## src/rtl/multififo_enq_arbiter.sv

```systemverilog
// Round-robin arbiter sharing one MultiFifo multi-element enqueue port among R requesters.
// Bursts are all-or-nothing, granted only when they fit; a starvation lock protects large bursts.
module multififo_enq_arbiter #(
    parameter type T              = logic [7:0],
    parameter int  N              = 4,
    parameter int  MAX_CAPACITY   = 16,
    parameter int  R              = 4,
    parameter int  STARVE_LIMIT   = 4,
    parameter int  INTERFACE_BITS = $clog2(N + 1),
    parameter int  CAPACITYBITS   = $clog2(MAX_CAPACITY + 1),
    parameter int  RBITS          = $clog2(R)
) (
    input  logic                                clk,
    input  logic                                rstn,
    input  logic [R-1:0][INTERFACE_BITS-1:0]    req_count,
    input  T     [R-1:0][N-1:0]                 req_data,
    output logic [R-1:0]                        req_ack,
    input  logic [CAPACITYBITS-1:0]             fifo_fill_level,
    output logic [INTERFACE_BITS-1:0]           fifo_valid_in,
    output T     [N-1:0]                        fifo_data_in,
    output logic [RBITS-1:0]                    grant_id,
    output logic                                starve_lock
);
    localparam int FW    = CAPACITYBITS + 1;
    localparam int SBITS = $clog2(STARVE_LIMIT + 1);

    logic [INTERFACE_BITS-1:0] r_valid_in;
    T     [N-1:0]              r_data_in;
    logic [RBITS-1:0]          r_grant_id;
    logic [RBITS-1:0]          r_ptr;
    logic                      r_lock;
    logic [SBITS-1:0]          r_skip_cnt;

    logic [FW-1:0]             w_free;
    logic [R-1:0]              w_eligible;
    logic                      w_grant_vld;
    logic [RBITS-1:0]          w_grant_idx;
    int                        w_idx;

    function automatic logic [RBITS-1:0] f_next(input logic [RBITS-1:0] i);
        return (i == RBITS'(R - 1)) ? '0 : i + 1'b1;
    endfunction

    // In-flight elements on the enqueue port are not yet in fill_level, so they are subtracted too.
    assign w_free = FW'(MAX_CAPACITY) - FW'(fifo_fill_level) - FW'(r_valid_in);

    always_comb begin
        // NOTE: every combinational output gets a default first so no path leaves it unassigned (no latch).
        w_eligible = '0;
        for (int j = 0; j < R; j++) begin
            w_eligible[j] = (req_count[j] != '0) && !w_free[FW-1] && (FW'(req_count[j]) <= w_free);
        end
    end

    // Search runs from the farthest candidate back to ptr so the last hit is the first in rotation.
    always_comb begin
        w_grant_vld = 1'b0;
        w_grant_idx = r_ptr;
        w_idx       = 0;
        if (r_lock) begin
            w_grant_vld = w_eligible[r_ptr];
        end else begin
            for (int k = R - 1; k >= 0; k--) begin
                w_idx = (int'(r_ptr) + k) % R;
                if (w_eligible[w_idx]) begin
                    w_grant_vld = 1'b1;
                    w_grant_idx = RBITS'(w_idx);
                end
            end
        end
    end

    always_comb begin
        req_ack = '0;
        if (rstn && w_grant_vld) req_ack[w_grant_idx] = 1'b1;
    end

    // NOTE: sequential state uses non-blocking assignments so every register samples pre-edge values.
    always_ff @(posedge clk or negedge rstn) begin
        if (!rstn) begin
            r_valid_in <= '0;
            // NOTE: the payload register is cleared on reset because the FIFO port exposes it directly.
            r_data_in  <= '0;
            r_grant_id <= '0;
            r_ptr      <= '0;
            r_lock     <= 1'b0;
            r_skip_cnt <= '0;
        end else begin
            if (w_grant_vld) begin
                r_valid_in <= req_count[w_grant_idx];
                r_data_in  <= req_data[w_grant_idx];
                r_grant_id <= w_grant_idx;
            end else begin
                r_valid_in <= '0;
            end

            if (req_count[r_ptr] == '0) begin
                if (w_grant_vld) r_ptr <= f_next(w_grant_idx);
                r_skip_cnt <= '0;
                r_lock     <= 1'b0;
            end else if (w_grant_vld && (w_grant_idx == r_ptr)) begin
                r_ptr      <= f_next(r_ptr);
                r_skip_cnt <= '0;
                r_lock     <= 1'b0;
            end else begin
                // Priority requester is waiting: count the skip and lock once the limit is reached.
                if (r_skip_cnt < SBITS'(STARVE_LIMIT)) r_skip_cnt <= r_skip_cnt + 1'b1;
                if (int'(r_skip_cnt) + 1 >= STARVE_LIMIT) r_lock <= 1'b1;
            end
        end
    end

    assign fifo_valid_in = r_valid_in;
    assign fifo_data_in  = r_data_in;
    assign grant_id      = r_grant_id;
    assign starve_lock   = r_lock;

    generate
        for (genvar j = 0; j < R; j++) begin : g_count_chk
            a_count_legal: assert property (@(posedge clk) disable iff (!rstn)
                req_count[j] <= INTERFACE_BITS'(N));
        end
    endgenerate

    a_free_nonneg: assert property (@(posedge clk) disable iff (!rstn) !w_free[FW-1]);

endmodule

```

## config.mk

```make
export PLATFORM = sky130hd
export DESIGN_NAME = multififo_enq_arbiter
export DESIGN_NICKNAME = d
export VERILOG_FILES = /design/src/rtl/multififo_enq_arbiter.sv
export SDC_FILE = /design/constraint.sdc
export NUM_CORES = 1
export LEC_CHECK = 0
export ABC_CLOCK_PERIOD_IN_PS = 5350
export CORE_ASPECT_RATIO = 1.75
export CORE_MARGIN = 2
export CORE_UTILIZATION = 23
export DETAILED_ROUTE_END_ITERATION = 8
export GPL_TIMING_DRIVEN = 1
export PLACE_DENSITY_LB_ADDON = 0.1
export SLEW_MARGIN = 20
export SYNTH_ARGS = -nofsm -noshare
export SYNTH_HDL_FRONTEND = slang
export SYNTH_SLANG_ARGS = --single-unit
```

## constraint.sdc

```tcl
create_clock -name clk -period 5.35 [get_ports clk]
set_input_delay 0.535 -clock clk [delete_from_list [all_inputs] [get_ports clk]]
set_output_delay 0.535 -clock clk [all_outputs]
set_load 0.005 [all_outputs]
```

* After elaboration in Yosys (flattened, before gate mapping)
Index checks and enable logic that the tools add are counted.
** Word-level totals
- Register bits after elaboration :: 43
- Latch bits :: 0
- Memory bits (writable) :: 0
- ROM bits :: 0
- Input port bits :: 147
- Output and inout port bits :: 42
- Logic and storage cells :: 105
- Memories kept :: 0
** Cells by class
- Add/sub/neg operators :: 9
- $mul :: 0
- Divide/modulo/power cells :: 0
- Order comparisons :: 13
- Equality and inequality tests :: 4
- Shift operators :: 0
- Mux-type cells :: 43
- Bitwise operators :: 3
- Reduce and logical (&&, ||, !) cells :: 24
** Operator list (count)
- $bmux W32 S2 :: 1
- $mux W32 :: 1
- $le A3 B6 Y1 :: 4
- $mux W2 :: 10
- $mux W3 :: 6
- $reduce_bool A3 Y1 :: 6
- $mux W1 :: 17
- $bmux W3 S2 :: 2
- $lt A3 B4 Y1 const B :: 3
- $logic_and A1 B1 Y1 :: 11
- $lt A2 B3 Y1 const B :: 3
- $bmux W1 S2 :: 4
- $add A2 B1 Y2 const B :: 3
- $reduce_or A2 Y1 :: 3
- $sub A5 B5 Y6 const A :: 1
- $sub A6 B3 Y6 :: 1
- $add A2 B2 Y2 const B :: 2
- $add A3 B1 Y4 const B :: 1
- $eq A2 B2 Y1 const B :: 2
- $ge A4 B3 Y1 const B :: 1
- $mux W4 :: 1
- $add A3 B1 Y3 const B :: 1
- $and A1 B1 Y1 const A :: 3
- $logic_not A3 Y1 :: 1
- other kinds (8) :: 8

* Depth between registers and ports, before layout
Gate-level depths: netlist of the first run.
- Depth in word-level cells :: 18
- Gate-level depth with buffers :: 19
- Depth with buffers taken out :: 18

* Worst setup path after synthesis of the first run
Ideal clock, no wire load.
- Kind :: input to output
- From :: input fifo_fill_level[1]
- To :: output req_ack[0]
- Arrival time :: 4014 ps
- Required time :: 4815 ps
- Setup slack :: 801 ps
- Stages :: 18
- Path buffers :: 1
- Cells stage by stage :: ha_1 > inv_1 > ha_1 > fa_1 > inv_1 > ha_1 > o21ai_0 > a32oi_1 > a211oi_1 > o21ai_1 > o211ai_2 > nand2_1 > mux2_4 > or2_4 > clkinv_4 > buf_12 > ha_1 > and3_1
** Between the ends
- Longest elaborated chain between the ends :: 18
- Elaborated cells between the ends (all ways) :: 44
** RTL lines
- start, declared :: RTL line 18 : input logic [CAPACITYBITS-1:0] fifo_fill_level,
- $sub A5 B5 Y6 * :: RTL line 45 : assign w_free = FW'(MAX_CAPACITY) - FW'(fifo_fill_level) - FW'(r_valid_in);
- $sub A6 B3 Y6 * :: RTL line 45
- parallel branches: the longest is 9 deep, another holds $le A3 B6 Y1
- $mux W2 * :: RTL line 65 : if (w_eligible[w_idx]) begin
- $mux W2 * :: RTL line 60 : if (r_lock) begin
- named net w_grant_idx[0] :: RTL line 37 : logic [RBITS-1:0] w_grant_idx;
- $lt A2 B3 Y1 (implied by the code) or $ge A2 B1 Y1 (tied branches) :: RTL line 75 : if (rstn && w_grant_vld) req_ack[w_grant_idx] = 1'b1;
- $logic_and A1 B1 Y1 (implied by the code) :: RTL line 75
- $mux W1 (implied by the code) :: RTL line 75
- $demux W1 S2 * :: RTL line 75
- $mux W4 * :: RTL line 75
- end, declared :: RTL line 17 : output logic [R-1:0] req_ack,
Mark *: on every way through the listed nets, which the timed path passes. The select of a mux whose other input is x is not followed.

* Final worst setup path of the first run
Ends and elaborated chain as after synthesis.

==> impl_metrics.csv, run 1 <==
group,metric,value,unit
clock_tree,clock_path_buffers,2,
pwr,p_switching,1.522,mW
clock_tree,ctsRootBufferMaster,"clkbuf_16",
placed_design,io_buffers,188,
pwr,swShare,45.17,%
clock_tree,cts_tree,"done",
global_routing,grt_pass1_vias,4434,
sta,final-setup-viol-count,0,
sta,tns,0,ns
finish,area_growth,62.32,%
finish,drive_above_1_share,10.19,%
synthesis,ys_warn_count,0,
pwr,leakage,2.497,nW
setup_path,arrival,4.40,ns
clock_tree,clk_pin_slew_worst_paths,0.07,ns
synthesis,syn_inst,404,
synthesis,synth_seq_area_share,28.33,%
drt,remaining_drc_errors,0,
drt,finalWirelength,15.38,mm
finish,final_nets,761,
global_routing,grt_max_degree,48,
sta,rsz0062_at_grt,"no",
pwr,intPower,1.848,mW
clock_tree,cts_hold_buf,0,
global_routing,grt_first_pass_wirelength,23.38,mm
sta,finalHoldViolCount,0,
global_routing,grtUsageTotal,17.25,%
clock_tree,cts_htree_levels,2,
synthesis,yosys-top-cells-count,"nor2_1 (46), dfrtp_1 (43), mux2i_1 (40)",
pwr,vdd_drop_max,0.3271,mV
pwr,combPwrFrac,71.1,%
die,die-area,0.01760,mm²
synthesis,syn_avg_cell_area,9.403,µm²
global_routing,grt_antenna_before_repair,1,
synthesis,synth-edff-count,0,
die,row_count,62,
synthesis,synth.distinct_cells,49,
sta,relSlewSlack,27.45,%
min_path,hold_class,"input port to asynchronous set/reset pin",
setup_path,crit_type,"input port to primary output",
pwr,p_clk_share,11.0,%
finish,final_area,0.006166,mm²
placed_design,preCtsSetupSlack,0.004458,ns
die,dieHeight,174.0,µm
run_status,status,"complete, no violations",
synthesis,synthDominantCellAreaShare,28.33,%
die,start_util,23.32,%
synthesis,ys_seq_elements,43,
sta,finalCritPeriodShare,92.22,%
synthesis,synthFlopType,"dfrtp_1",
drt,vias,4117,
sta,fin_crit,4.934,ns
sta,finalClockSkew,0.006366,ns
pwr,power_density,546.6,mW/mm²
drt,avgRoutedWirePerCell,19.67,µm
setup_path,cp-end-kind,"primary output",
finish,n_fill_cell,1685,
synthesis,yosysMostFrequentCell,"nor2_1",
drt,final_antenna_net_count,0,
sta,layout_setup_ws,0.4163,ns
placed_design,dp_hpwl,11.81,mm
synthesis,synth_top_area_cell,"dfrtp_1",
placed_design,placed_area,0.005876,mm²
die,coreArea,0.01629,mm²
drt,drtIter0Drc,167,
placed_design,gp_congestion,0.8434,
sta,slew_viol_final,0,
die,floorplan.die.width,101.1,µm
clock_tree,clock_sinks,43,
synthesis,synth_async_sr_flop_share,100.0,%
job,maxCapViolCount,0,
die,io_pins,189,
sta,worst_slew_pin_slew,1.084,ns
synthesis,synthTopCellsByArea,"dfrtp_1 (28%), mux2i_1 (11%), a221o_1 (8.4%), ha_1 (8.2%), a221oi_1 (7.4%)",
setup_path,startpoint_type,"input port",
drt,via_per_inst,5.265,
setup_path,crit_fanout,5,
pwr,seqPwrFrac,17.9,%
global_routing,gr-total-overflow,0,
setup_path,worstPathRequired,4.82,ns
sta,fmax,202.7,MHz
clock_tree,numCtsBuffers,5,
synthesis,syn_nets,577,
drt,firstDrtPassIters,4,
finish,final_util,37.85,%
clock_tree,clk_latency,0.29,ns
synthesis,netlist_area,0.003799,mm²
placed cells by master, fill, tap and decap left out, types with 5 or more instances in the layout:
master             n
buf_4             20
nor2_1            44
a21oi_1            8
nor3_1             8
a211oi_1          31
clkbuf_16          5
a221o_1           32
ha_1              22
nand2_1            9
a211oi_2           7
clkdlybuf4s50_1  183
mux2i_1           39
inv_1             21
dfrtp_1           43
o21ai_0            9
a221oi_1          32
stage by stage:
| step | hold WS (ns) | std cells | power, mW |
|---|---|---|---|
| CTS | 0.3847 | 780 | 3.345 |
| finish | 0.3352 | 782 | 3.370 |
| global route | 0.3915 | 782 | 3.652 |
| floorplan | 0.2394 | 404 | 2.114 |
| detailed placement | 0.4918 | 771 | 2.944 |
| global placement | 0.4818 | 771 | 2.922 |
worst paths after layout:
path                                          from                to  slack (ns)  depth (start not counted)
min in group clk                       grant_id[1]       grant_id[1]        0.50                          2
worst min-delay path                          rstn  fifo_data_in[21]        0.34                          2
worst min register to register         grant_id[1]       grant_id[1]        0.50                          2
worst max-delay path            fifo_fill_level[1]        req_ack[0]        0.42                         20
max in group asynchronous                     rstn   fifo_data_in[1]        4.56                          2
worst max register to register    fifo_valid_in[1]   fifo_data_in[5]        0.83                         16
layer usage:
layer | global-route usage, % | up-vias | routed length (µm)
li1 | - | 1966 | -
met1 | 17.43 | 1957 | 5384
met2 | 32.81 | 155 | 8582
met3 | 2.413 | 39 | 716
met4 | 9.178 | 0 | 699
met5 | 0 | - | 0
layout make-up:
type | instances | area (µm²) | share of cell area [%]
flip-flops and latches | 43 | 1076 | 17.45
repair buffers | 208 | 2037 | 33.04
inverters | 23 | 91.34 | 1.481
multi-input cells | 307 | 2545 | 41.27
clock buffers | 6 | 138.9 | 2.252
well taps | 192 | 240.2 | 3.896
clock inverters | 2 | 35.03 | 0.5682
diodes | 1 | 2.502 | 0.04058
flip-flops by register name, indices dropped and copies added, names as in the netlist:
name	cells
fifo_data_in	32
fifo_valid_in	3
starve_lock	1
grant_id	2
r_ptr	2
r_skip_cnt	3
critical path, cell delays in order:
cell	delay, ns
clkdlybuf4s50_1	0.40
ha_1	0.27
inv_1	0.04
ha_1	0.22
fa_1	0.50
inv_2	0.09
ha_4	0.28
o21ai_0	0.09
a32oi_2	0.22
buf_4	0.17
a21oi_4	0.07
buf_4	0.19
o21a_1	0.22
a31oi_1	0.21
and2_1	0.19
or2_4	0.16
clkinv_4	0.06
ha_1	0.20
and3_1	0.14
dlymetal6s2s_1	0.16
cell families (layout without fill, tap and decap cells):
family | after synthesis | after routing | synth area share, %
AO/OA/AOI/OAI | 152 | 152 | 33.60
adder cells (fa/ha/maj) | 26 | 26 | 8.762
XOR/XNOR | 3 | 3 | 0.6918
AND/OR/NAND/NOR | 84 | 84 | 9.980
multiplexers | 42 | 42 | 11.23
buffers and inverters | 54 | 239 | 7.411
flip-flops | 43 | 43 | 28.33
other | 0 | 1 | 0
power by group through the flow:
stage / Clock (mW) / Sequential, mW / Combinational (mW)
final: 0.371 / 0.603 / 2.40
after CTS: 0.383 / 0.602 / 2.36
after global routing: 0.398 / 0.628 / 2.62
after global placement: 0 / 0.598 / 2.32
after detailed placement: 0 / 0.603 / 2.34
after floorplan: 0 / 0.585 / 1.53
repair_timing:
action                     4_1_cts  5_1_grt
setup buffers                    1        1
resized for setup                1       20
setup endpoints to repair        1        4
pin swaps                        1        5
Note: power is estimated with default switching activity, not from simulation.
==> run 2: changes to the inputs <==
Settings changed: SKIP_CTS_REPAIR_TIMING set to 1.
==> run 2 against run 1 <==
Net effect:
- final cell count stayed put
- setup slack worse by 0.031 ns
- sequential share of layout area hardly changed
- routed wire length is 0.27% lower
- first-iteration DRC count is 0.60% higher
- critical path depth stayed put
- final area is 0.20% lower
- register-to-register slack better by 0.03 ns
- total power is 0.37% lower
- clock skew hardly changed
- hold slack worse by 0.0013 ns
==> impl_metrics.csv, run 2 (same netlist as run 1, synthesis figures left out) <==
group,metric,value,unit
run_status,status,"complete, no violations",
clock_tree,clk_latency,0.29,ns
setup_path,startpoint_type,"input port",
sta,finalCritPeriodShare,92.81,%
finish,area_growth,61.99,%
finish,final_common_cell,"clkdlybuf4s50_1",
die,coreArea,0.01629,mm²
placed_design,io_buffers,188,
setup_path,worstPathRequired,4.82,ns
die,floorplan.die.width,101.1,µm
finish,drive_above_1_share,10.02,%
finish,final_nets,761,
drt,remaining_drc_errors,0,
pwr,swShare,45.12,%
drt,via_per_inst,5.238,
min_path,hold_class,"input port to asynchronous set/reset pin",
sta,tns,0,ns
job,maxCapViolCount,0,
pwr,p_switching,1.515,mW
pwr,p_clk_share,11.0,%
finish,largest_register_ffs,32,
clock_tree,numCtsBuffers,5,
sta,finalClockSkew,0.006021,ns
placed_design,dp.cells,771,
sta,worst_slew_pin_slew,1.081,ns
clock_tree,ctsRootBufferMaster,"clkbuf_16",
placed_design,preCtsSetupSlack,0.004458,ns
pwr,vdd_drop_max,0.3244,mV
pwr,seqPwrFrac,17.9,%
sta,relSlewSlack,27.65,%
drt,drtIter0Drc,168,
sta,fmax,201.4,MHz
pwr,intPower,1.843,mW
clock_tree,cts_tree,"done",
drt,avgRoutedWirePerCell,19.62,µm
die,io_pins,189,
pwr,power_density,545.7,mW/mm²
clock_tree,clock_path_buffers,2,
sta,slew_viol_final,0,
global_routing,grtUsageTotal,17.22,%
die,dieHeight,174.0,µm
global_routing,grt_max_degree,48,
global_routing,grt_pass1_vias,4414,
sta,fin_crit,4.965,ns
setup_path,crit_fanout,5,
finish,stdcell_count,782,
sta,whs,0.3339,ns
setup_path,cp_top_family,"adder cells",
clock_tree,clock_sinks,43,
setup_path,crit_chain,"clkdlybuf4s50_1 -> ha_1 -> inv_1 -> ha_1 -> fa_1 -> inv_2 -> ha_1 -> o21ai_0 -> a32oi_2 -> buf_4 -> a21oi_4 -> buf_4 -> o21a_1 -> a31oi_1 -> and2_1 -> or2_4 -> clkinv_4 -> ha_1 -> and3_1 -> dlymetal6s2s_1",
die,die-area,0.01760,mm²
die,row_count,62,
setup_path,arrival,4.43,ns
pwr,leakage,2.497,nW
drt,final_antenna_net_count,0,
setup_path,cp-end-kind,"primary output",
setup_path,cpMaxStageDelayCell,"fa_1",
setup_path,max_stage_delay,0.50,ns
finish,final_util,37.77,%
setup_path,cp_common_cell,"ha_1",
sta,finalHoldViolCount,0,
finish,final_cell_mix,"clkdlybuf4s50_1 (183), nor2_1 (44), dfrtp_1 (43), mux2i_1 (39)",
pwr,combPwrFrac,71.0,%
drt,vias,4096,
placed_design,dp_hpwl,11.81,mm
clock_tree,clk_pin_slew_worst_paths,0.07,ns
global_routing,grt_antenna_before_repair,1,
die,start_util,23.32,%
sta,final-setup-viol-count,0,
drt,finalWirelength,15.34,mm
setup_path,path_buf_inv,7,
clock_tree,cts_htree_levels,2,
global_routing,gr-total-overflow,0,
setup_path,crit_type,"input port to primary output",
drt,firstDrtPassIters,4,
sta,rsz0062_at_grt,"no",
global_routing,grt_first_pass_wirelength,23.33,mm
placed_design,gp_congestion,0.8434,
sta,layout_setup_ws,0.3849,ns
==> run 2: worst register-to-register path, delay by kind of cell (launching register included) <==
| family | cells | cell delay [ns] |
|---|---|---|
| adders and majority gates | 4 | 1.19 |
| DFF | 1 | 0.39 |
| buffers and inverters | 3 | 0.29 |
| and+or+nand+nor | 1 | 0.13 |
| AOI/OAI and AO/OA | 8 | 2.36 |
==> run 2: path summary, 6_finish.rpt <==
path / slack [ns] / to / cells after the start / start
min: 0.33 / fifo_data_in[21] / 2 / rstn
min in group clk: 0.50 / grant_id[1] / 2 / grant_id[1]
max reg2reg: 0.86 / fifo_data_in[5] / 16 / fifo_valid_in[1]
max in group asynchronous: 4.56 / grant_id[0] / 2 / rstn
min reg2reg: 0.50 / grant_id[1] / 2 / grant_id[1]
max: 0.38 / req_ack[0] / 20 / fifo_fill_level[1]
==> run 2: power groups by stage <==
stage | combinational [mW] | clock, mW | sequential (mW)
final | 2.39 | 0.371 | 0.602
after global routing | 2.61 | 0.399 | 0.628
after CTS | 2.35 | 0.383 | 0.602
after detailed placement | 2.34 | 0 | 0.603
after global placement | 2.32 | 0 | 0.598
after floorplan | 1.53 | 0 | 0.585
==> run 2: area by class of cell <==
class,count,area [µm²]
fill,1685,10140
antenna,1,2.502
multi-input combinational,307,2532
inverter,23,91.34
clock buffer,6,138.9
clock inverter,2,35.03
timing repair buffer,208,2037
tap,192,240.2
sequential,43,1076
==> run 2: per-stage QoR <==
step           area [µm²]  power, mW
2_1_floorplan        3799      2.114
4_1_cts              6050      3.332
5_1_grt              6153      3.642
6_report             6153      3.358
3_3_place_gp         5876      2.922
3_5_place_dp         5876      2.944
==> run 2: layer usage <==
metal / up-vias / global-route usage (%) / wire, µm
met4: 0 / 8.052 / 543
met5: - / 0 / 0
met3: 27 / 2.533 / 644
met2: 136 / 33.17 / 8827
li1: 1966 / - / -
met1: 1967 / 17.43 / 5326
==> run 3: changes to the inputs <==
Settings changed: CELL_PAD_IN_SITES_DETAIL_PLACEMENT set to 1, CELL_PAD_IN_SITES_GLOBAL_PLACEMENT set to 1.
==> run 3 against run 2 <==
Net effect:
- sequential power hardly changed
- via count is 3.8% higher
- critical path depth is 2 lower
- critical endpoint is now req_ack[1]
- largest cell class unchanged
==> impl_metrics.csv, run 3 (same netlist as run 1, synthesis figures left out) <==
group,metric,value,unit
placed_design,dp.cells,773,
die,dieHeight,174.0,µm
finish,largest_register_ffs,32,
sta,rsz0062_at_grt,"no",
finish,stdcell_count,786,
finish,drive_above_1_share,9.661,%
sta,worst_slew_pin_slew,0.8187,ns
setup_path,worstPathRequired,4.82,ns
finish,final_cell_mix,"clkdlybuf4s50_1 (183), nor2_1 (44), dfrtp_1 (43), mux2i_1 (40)",
finish,final_nets,762,
sta,slew_viol_final,0,
drt,vias,4252,
global_routing,grt_antenna_before_repair,4,
drt,firstDrtPassIters,4,
min_path,hold_class,"input port to asynchronous set/reset pin",
pwr,vdd_drop_max,0.3337,mV
setup_path,cpMaxStageDelayCell,"fa_1",
pwr,power_density,549.4,mW/mm²
global_routing,gr-total-overflow,0,
drt,remaining_drc_errors,0,
clock_tree,clock_path_buffers,2,
die,start_util,23.32,%
finish,area_growth,61.73,%
global_routing,grt_max_degree,40,
pwr,total_power,3.375,mW
placed_design,gp_congestion,0.8187,
finish,final_area,0.006143,mm²
setup_path,arrival,4.45,ns
sta,fin_crit,4.988,ns
setup_path,cp-end-kind,"primary output",
setup_path,startpoint_type,"input port",
sta,finalClockSkew,0.01103,ns
global_routing,grt_first_pass_wirelength,25.70,mm
drt,via_per_inst,5.410,
clock_tree,ctsRootBufferMaster,"clkbuf_16",
setup_path,crit_chain,"clkdlybuf4s50_1 -> ha_1 -> inv_1 -> ha_1 -> fa_1 -> inv_2 -> ha_1 -> o21ai_0 -> a32oi_2 -> a21oi_2 -> o2bb2ai_2 -> o211ai_2 -> nand2_1 -> mux2_4 -> or2_4 -> ha_1 -> and3_1 -> dlymetal6s2s_1",
placed_design,io_buffers,188,
run_status,status,"complete, no violations",
sta,final-setup-viol-count,0,
placed_design,dp_hpwl,12.83,mm
sta,tns,0,ns
die,row_count,62,
setup_path,cp_common_cell,"ha_1",
clock_tree,clock_sinks,43,
setup_path,crit_type,"input port to primary output",
die,die-area,0.01760,mm²
sta,finalHoldViolCount,0,
clock_tree,cts_htree_levels,2,
pwr,leakage,2.486,nW
finish,n_fill_cell,1886,
placed_design,preCtsSetupSlack,0.01583,ns
clock_tree,clk_pin_slew_worst_paths,0.07,ns
job,maxCapViolCount,0,
clock_tree,clk_latency,0.30,ns
clock_tree,numCtsBuffers,5,
sta,relSlewSlack,45.00,%
die,floorplan.die.width,101.1,µm
drt,drtIter0Drc,180,
global_routing,grt_pass1_vias,4697,
placed_design,placed_area,0.005891,mm²
setup_path,crit_fanout,4,
drt,finalWirelength,16.92,mm
global_routing,grtUsageTotal,19.09,%
die,coreArea,0.01629,mm²
drt,avgRoutedWirePerCell,21.52,µm
finish,final_util,37.71,%
sta,finalCritPeriodShare,93.24,%
sta,whs,0.2403,ns
clock_tree,cts_tree,"done",
sta,layout_setup_ws,0.3616,ns
setup_path,max_stage_delay,0.52,ns
drt,final_antenna_net_count,0,
finish,final_common_cell,"clkdlybuf4s50_1",
die,io_pins,189,
sta,fmax,200.5,MHz
[run 3: routing by layer]
layer	part of all wire (%)	vias up	track usage (%)
li1	-	1972	-
met1	35	2105	19.21
met2	57	143	36.84
met3	3.4	32	2.211
met4	4.2	0	9.854
met5	0	-	0
[run 3: area by class of cell]
cell class / count / area (µm²) / area share [%]
Sequential cell: 43 / 1076 / 17.52
Inverter: 23 / 91.34 / 1.487
Tap cell: 192 / 240.2 / 3.910
Multi-Input combinational cell: 307 / 2509 / 40.84
Clock buffer: 7 / 152.6 / 2.485
Clock inverter: 1 / 7.507 / 0.1222
Timing Repair Buffer: 209 / 2057 / 33.48
Antenna cell: 4 / 10.01 / 0.1629
[run 3: final timing paths]
| kind | from | depth (start not counted) | to | slack [ns] |
|---|---|---|---|---|
| max | fifo_fill_level[1] | 18 | req_ack[1] | 0.36 |
| min | rstn | 1 | fifo_data_in[25] | 0.24 |
| max reg2reg | fifo_valid_in[1] | 18 | fifo_data_in[21] | 0.66 |
| min reg2reg | grant_id[1] | 2 | grant_id[1] | 0.51 |
| max in group asynchronous | rstn | 2 | fifo_valid_in[2] | 4.32 |
| min in group clk | grant_id[1] | 2 | grant_id[1] | 0.51 |
[run 3: where the power goes]
part	total, mW	leakage (nW)	internal (mW)	switching, mW
clock	0.341	0.0762	0.199	0.142
sequential	0.599	0.488	0.485	0.114
combinational	2.44	1.92	1.12	1.31
total	3.38	2.49	1.81	1.57
[run 3: critical path, delay by kind of cell]
kind                       cells  cell delay, ns
buffers and inverters          4            0.68
muxes                          1            0.31
adders and majority gates      5            1.53
AOI/OAI and AO/OA              5            0.90
and+or+nand+nor                3            0.51
